File: config.mk
export PLATFORM = sky130hd
export DESIGN_NAME = sel_encode_sb
export DESIGN_NICKNAME = d
export VERILOG_FILES = /design/src/rtl/sel_encode_sb.sv
export SDC_FILE = /design/constraint.sdc
export NUM_CORES = 1
export LEC_CHECK = 0
export BUFFER_PORTS_ARGS = -buffer_cell sky130_fd_sc_hd__buf_2
export CORE_MARGIN = 5
export CORE_UTILIZATION = 31
export CTS_CLUSTER_SIZE = 12
export DETAILED_ROUTE_END_ITERATION = 10
export SYNTH_ARGS = -nofsm -noshare
export SYNTH_HDL_FRONTEND = slang
export SYNTH_SLANG_ARGS = --single-unit
File: constraint.sdc
create_clock -name clock -period 5.3 [get_ports clock]
set_input_delay 1.06 -clock clock [delete_from_list [all_inputs] [get_ports clock]]
set_output_delay 1.06 -clock clock [all_outputs]
set_load 0.005 [all_outputs]
File: src/rtl/sel_encode_sb.sv
// Select-and-encode unit: latched IR, Ra/Rb/Rc one-hot register enables,
// C sign-extension and a per-register busy scoreboard for RAW/WAW issue stalls.
module sel_encode_sb #(
  parameter int DATA_W = 32,
  parameter int NREGS  = 16,
  parameter int RA_LSB = 23,
  parameter int RB_LSB = 19,
  parameter int RC_LSB = 15,
  parameter int C_W    = 19,
  localparam int REG_W = $clog2(NREGS)
) (
  input  logic              clock,
  input  logic              clear,
  input  logic [DATA_W-1:0] IR_in,
  input  logic              IR_load,
  input  logic              Gra,
  input  logic              Grb,
  input  logic              Grc,
  input  logic              Rin,
  input  logic              Rout,
  input  logic              BAout,
  output logic [NREGS-1:0]  GenReg_In,
  output logic [NREGS-1:0]  GenReg_Out,
  output logic              BA_zero,
  output logic [DATA_W-1:0] C_sign_extended,
  input  logic              issue_valid,
  input  logic              use_ra_dst,
  input  logic              use_rb_src,
  input  logic              use_rc_src,
  output logic              issue_ready,
  output logic              stall,
  input  logic              wb_valid,
  input  logic [REG_W-1:0]  wb_reg,
  output logic [NREGS-1:0]  busy,
  output logic [REG_W:0]    busy_count
);

  function automatic logic [NREGS-1:0] onehot(input logic [REG_W-1:0] idx);
    logic [NREGS-1:0] r;
    r = '0;
    r[idx] = 1'b1;
    return r;
  endfunction

  function automatic logic [REG_W:0] popcount(input logic [NREGS-1:0] v);
    logic [REG_W:0] cnt;
    cnt = '0;
    for (int i = 0; i < NREGS; i++) cnt = cnt + (REG_W+1)'(v[i]);
    return cnt;
  endfunction

  function automatic logic signed [DATA_W-1:0] sext_c(input logic [DATA_W-1:0] ir);
    logic signed [C_W-1:0] c;
    c = $signed(ir[C_W-1:0]);
    return DATA_W'(c);
  endfunction

  logic [DATA_W-1:0] ir_p0;
  logic [REG_W-1:0]  ra, rb, rc, sel;
  logic              sel_valid;
  logic [NREGS-1:0]  sel_1h, wb_1h, eff_busy, set_1h, busy_nxt;
  logic              hazard, accept;
  logic              unused_ir;

  assign ra = ir_p0[RA_LSB +: REG_W];
  assign rb = ir_p0[RB_LSB +: REG_W];
  assign rc = ir_p0[RC_LSB +: REG_W];
  // Bits of the IR outside the decoded fields are intentionally ignored.
  assign unused_ir = ^ir_p0;

  always_comb begin
    sel       = '0;
    sel_valid = 1'b1;
    if (Gra)      sel = ra;
    else if (Grb) sel = rb;
    else if (Grc) sel = rc;
    else          sel_valid = 1'b0;
  end

  assign sel_1h          = sel_valid ? onehot(sel) : '0;
  assign BA_zero         = BAout && sel_valid && (sel == '0);
  assign GenReg_In       = Rin ? sel_1h : '0;
  assign GenReg_Out      = ((Rout || BAout) && !BA_zero) ? sel_1h : '0;
  assign C_sign_extended = sext_c(ir_p0);

  // Same-cycle writeback bypass: a register being written back no longer blocks issue.
  assign wb_1h    = wb_valid ? onehot(wb_reg) : '0;
  assign eff_busy = busy & ~wb_1h;
  assign hazard   = (use_rb_src && eff_busy[rb]) ||
                    (use_rc_src && eff_busy[rc]) ||
                    (use_ra_dst && eff_busy[ra]);
  assign issue_ready = !hazard;
  assign stall       = issue_valid && hazard;
  assign accept      = issue_valid && !hazard;

  // Set is applied after the clear so an issue to the written-back register wins.
  assign set_1h   = (accept && use_ra_dst) ? onehot(ra) : '0;
  assign busy_nxt = eff_busy | set_1h;

  // ---- stage p0: IR and scoreboard registers ----
  always_ff @(posedge clock or posedge clear) begin
    if (clear) begin
      ir_p0      <= '0;
      busy       <= '0;
      busy_count <= '0;
    end else begin
      if (IR_load) ir_p0 <= IR_in;
      busy       <= busy_nxt;
      busy_count <= popcount(busy_nxt);
    end
  end

endmodule

## Word level (Yosys, flattened, before mapping)

Index checks and enable logic that the tools add are counted.
Widths: inputs -> output; s select.

| storage, ports and cells | value |
|---|---|
| register bits after elaboration | 48 |
| latch bits | 0 |
| bits in writable memories | 0 |
| ROM bits | 0 |
| output and inout port bits | 88 |
| memories kept | 0 |

| cells by class | value |
|---|---|
| add/subtract/negate cells | 15 |
| $mul | 0 |
| divide/modulo/power cells | 0 |
| $lt $le $gt $ge | 8 |
| equal/unequal tests | 0 |
| shifts and indexed selects | 0 |
| multiplexer cells | 23 |
| bitwise gates (word level) | 3 |
| reduce and logical (&&, ||, !) cells | 18 |

Operator list:

| kind | count |
|---|---|
| $mux 16 | 5 |
| $add 5x1->5 | 11 |
| $lt 4x5->1 const B | 5 |
| $and 16x16->16 | 1 |
| $not 16->16 | 1 |
| $or 16x16->16 | 1 |
| $bmux 1 s4 | 3 |
| $demux 1 s4 | 3 |
| $ge 4x1->1 const B | 3 |
| $logic_and 1x1->1 | 12 |
| $mux 4 | 3 |
| $mux 1 | 9 |
| $add 4x1->5 | 1 |
| $add 3x1->4 | 1 |
| $logic_not 4->1 | 1 |
| $add 2x1->3 | 1 |
| $logic_or 1x1->1 | 3 |
| $add 1x1->2 | 1 |
| $logic_not 1->1 | 2 |

## Longest topological paths before layout

| logic depth | value |
|---|---|
| word-level depth | 32 |
| mapped depth | 20 |

## Worst setup path before layout

OpenSTA, ideal clock, no wires.

| timing path | value |
|---|---|
| kind | input to register |
| start point | in wb_reg[0] |
| end point | reg busy_count[3] |
| arrival | 5.583 ns |
| required time | 5.220 ns |
| setup slack | -0.362 ns |
| stages | 19 |
| buffers on the path | 2 |
| cell sequence | or3b_1 > buf_2 > o211ai_1 > a211oi_1 > o41ai_4 > nor2_4 > buf_6 > o31a_1 > fa_1 > inv_1 > fa_1 > inv_1 > fa_1 > fa_1 > inv_1 > ha_1 > a21o_1 > a21oi_1 > xnor2_1 |

| between the ends | value |
|---|---|
| longest elaborated chain between the ends | 32 |

RTL lines:

| item | RTL line | text |
|---|---|---|
| start, declared | 33 | `input logic [REG_W-1:0] wb_reg,` |
| $lt 4x5->1 (not written as such) / $ge 4x1->1 (equally long branches) | 41 | `r[idx] = 1'b1;` |
| $logic_and 1x1->1 (not written as such) | 41 |  |
| $mux 1 (not written as such) | 41 |  |
| $demux 1 s4 * | 41 |  |
| $mux 16 * | 87 | `assign wb_1h = wb_valid ? onehot(wb_reg) : '0;` |
| $not 16->16 * | 88 | `assign eff_busy = busy & ~wb_1h;` |
| $and 16x16->16 * | 88 |  |
| $bmux 1 s4, on equally long branches | 89, 90 |  |
| [7 not listed] | -- |  |
| $mux 16 | 97 | `assign set_1h = (accept && use_ra_dst) ? onehot(ra) : '0;` |
| $or 16x16->16 * | 98 | `assign busy_nxt = eff_busy \| set_1h;` |
| $add 1x1->2 | 48 | `for (int i = 0; i < NREGS; i++) cnt = cnt + (REG_W+1)'(v[i]);` |
| $add 2x1->3 | 48 |  |
| $add 3x1->4 | 48 |  |
| $add 4x1->5 | 48 |  |
| $add 5x1->5 (10 in a row) | 48 |  |
| $add 5x1->5 * | 48 |  |
| end signal, assigned | 109 | `busy_count <= popcount(busy_nxt);` |
| end, declared | 35 | `output logic [REG_W:0] busy_count` |

Every way passes the cells marked *; elsewhere a longest branch is shown, timed or not. The select of a mux whose other input is x is not followed.
A chain may end at the register's enable or synchronous reset.

## Worst setup path after layout

| timing path | value |
|---|---|
| start point | in wb_reg[0] |
| end point | reg busy_count[1] |

The elaborated chain is that of the path after synthesis.

==> summary.md <==
| Metric | Value |
|---|---|
| Final wirelength | 11960 um |
| CTS buffer count | 5 |
| Layout cells sized above 1 | between 40 and 50% |
| Drt drc | 0 |
| Worst-Margin Slew | 1.010 ns |
| Avg Cell Area, Syn | between 9 and 10 um2 |
| Max Slew Vio Count | 0 |
| Pin count of the biggest net entering global routing | 49 |
| DR pass1 iterations | 5 |
| Pwr dens | between 300 and 400 nW/um2 |
| Vias | about 3700 |
| Number of diodes | 0 |
| Top post-synthesis cells by count | dfrtp_1, nor2_1, nand2_1, buf_4, o21ai_0 |
| Final worst slack | -0.2992 ns |
| CP delay by family, top | adder cells |
| Core area | between 10000 and 15000 um2 |
| Synthesis-to-finish area growth | 40.08% |
| Hold slack final | 0.5036 ns |
| Chip width | roughly 120 um |
| F_max | between 150 and 200 MHz |
| Mapped Cells | about 400 |
| IO Pins | around 140 |
| RR Endpoint | busy_count[1] |
| Hold Vio Cnt, Final | 0 |
| Clk root buf | clkbuf_16 |
| Global route overflow | 0 |
| Startpoint types | input port |
| Final net count | 627 |
| Most common cell in the synthesized netlist | dfrtp_1 |
| Top-area cell type share of the netlist area | approximately a third |
| H-tree depth | 2 |
| Failing checks | setup timing |
| Status | finished with violations |
| ANT nets after route | 0 |
| Post-route minimum period | around 5.6 ns |
| Iteration-0 DRC Markers | between 200 and 300 |
| DP Area | around 4600 um2 |
| Worst-Skew Late Latency | around 0.3 ns |
| Row cnt | 39 |
| Number of global-route vias before repair | 3823 |
| Max Clock Skew | ~0.012 ns |
| Post-synthesis cell type count | 54 |
| CP arrival | roughly 5.8 ns |
| Async S/R FF share, synth | 100.0% |
| Final Cell Area | roughly 5100 um2 |
| CTS Hold Bufs | 0 |
| Critical Path Fanout Max | 7 |
| Initial Utilization | between 30% and 40% |
| Synth Register Bits | 48 |
| Initial antenna violation count | 0 |
| Worst EP required | ~5.5 ns |
| Clk buf depth | 2 |
| Synth Cell Area | about 3700 um2 |
| Worst path slowest cell | fa_1 |
| Yosys warnings | 0 |
| Tcrit/Tclk final | 105.6% |
| DR WL/cell | around 17 um |
| CTS tree | done |
| Tot GR Track Use | between 15 and 20% |
| DIE AREA | 14090 um2 |
| Min-delay src | ir_p0[11] |
| CP Capture Type | flip-flop |
| R2R setup slack | approximately 0.34 ns |
| Worst hold path depth | 1 |
| GP Congestion | slightly above 0.9 |
| Syn_nets | 466 |
| Path type of the worst min-delay path | reg2reg |
| Crit-path cells | buf_8 > or3b_4 > buf_6 > o21ai_4 > mux4_2 > a211o_4 > o211ai_4 > o31a_1 > fa_1 > inv_1 > fa_1 > inv_2 > fa_1 > fa_1 > inv_1 > ha_2 > inv_2 > fa_2 > inv_2 |
| Clock sink total | 48 |
| Vias/cell | between 5 and 6 |
| Crit Path Category | in2reg |
| Dominant cell type by area after synthesis | dfrtp_1 |
| Maxcap violations | 0 |
| Leading post-synthesis cells by cell area | dfrtp_1, buf_4, mux2_2, fa_1, nor2_1 |
| EDFF count, synth | 0 |
| Max stage delay on crit path | 0.54 ns |
| Port buffer count | approximately 130 |
| RSZ-0062 raised after global routing | yes |
| Sequential share of the synthesized area | between 30% and 40% |
| Filler cells | approximately 1100 |
| First-pass GRT wire length | between 15000 and 20000 um |
| RR Startpoint | ir_p0[26] |
| Slew HR | about 33% |
| Setup-failing EPs final | 4 |
| CP bufs+invs | 7 |
| Detailed placer's ending HPWL | around 9000 um |
| Most used DFF post-synth | dfrtp_1 |
| Leakage | 2.438 nW |
| Die Height | 118.7 um |
| Clk slew on worst S/H paths | about 0.070 ns |
| Max IR drop VDD | slightly above 0.4 mV |
| Top cell by count, worst path | fa_1 |
| Worst R2R Path Depth | 17 |
| Min-Delay Endpoint | ir_p0[11] |
## layer usage
metal  vias up  wire [um]  global-route usage (%)
li1       1730          -                       -
met1      1765       4667                   18.66
met2       196       5922                   29.56
met3        47        931                   3.725
met4         0        438                   6.445
met5         -          0                       0
## cell type report
| cell class | count | area [um2] | share of cell area (%) |
|---|---|---|---|
| clock buffers | 5 | 125.1 | 2.439 |
| clock inverters | 3 | 47.55 | 0.9268 |
| inverters | 24 | 90.09 | 1.756 |
| multi-input cells | 274 | 2162 | 42.15 |
| flip-flops and latches | 48 | 1201 | 23.41 |
| well taps | 143 | 178.9 | 3.488 |
| repair buffers | 209 | 1325 | 25.83 |
## report_power, final
part / switching (mW) / internal (mW) / total, mW
Clock: 0.146 / 0.224 / 0.370
Sequential: 0.0659 / 0.441 / 0.507
Combinational: 0.555 / 0.579 / 1.13
## worst max-delay path by stage
stage                    from            end  slack [ns]  depth (start not counted)
finish              wb_reg[0]  busy_count[1]       -0.30                         19
global route        wb_reg[0]  busy_count[4]       -0.43                         20
CTS                 wb_reg[1]  busy_count[1]       -0.31                         19
detailed placement  wb_reg[0]  busy_count[4]       -0.69                         20
global placement    wb_reg[0]  busy_count[1]       -0.65                         18
floorplan           wb_reg[0]  busy_count[1]       -0.20                         19
## placed cells by master (no fill, tap or decap), drive strengths merged, types with 4 or more instances in the layout
master	n
nor2	39
mux2	20
o2111ai	10
clkbuf	5
o31a	8
nor3	8
o2111a	4
ha	5
and2	4
dfrtp	48
nand2b	8
nand3	5
fa	10
nand2	34
o31ai	19
o21ai	28
buf	209
nor2b	10
o21a	4
o211ai	21
inv	24
## cell families (layout without fill, tap and decap cells)
family | after synthesis | after routing | synth area share [%]
DFF | 48 | 48 | 32.80
and+or+nand+nor | 126 | 126 | 16.84
AOI/OAI and AO/OA | 107 | 108 | 22.28
xor gates and xnor gates | 2 | 2 | 0.4784
muxes | 23 | 23 | 7.995
buffers and inverters | 80 | 241 | 12.44
adders and majority gates | 15 | 15 | 7.175
## per-stage QoR
stage	power [mW]	utilization, %	setup WS [ns]	setup TNS (ns)	instances
floorplan	1.126	-	-0.2004	-0.6577	401
finish	2.012	44.55	-0.2992	-1.069	706
global route	2.174	44.55	-0.4343	-1.631	706
global placement	1.494	40.19	-0.6529	-2.634	679
CTS	2.003	43.80	-0.3071	-1.110	700
detailed placement	1.518	40.19	-0.6930	-2.887	679
## state kept, by name (all words and copies together), names as in the netlist
name	count
busy	16
busy_count	5
ir_p0	27
## what timing repair did
action	CTS	global route
cloned	2	0
resized for setup	23	13
pin swaps	16	14
setup buffers	11	6
endpoints found under the setup margin	4	4
Power figures use the tool's default switching activity.
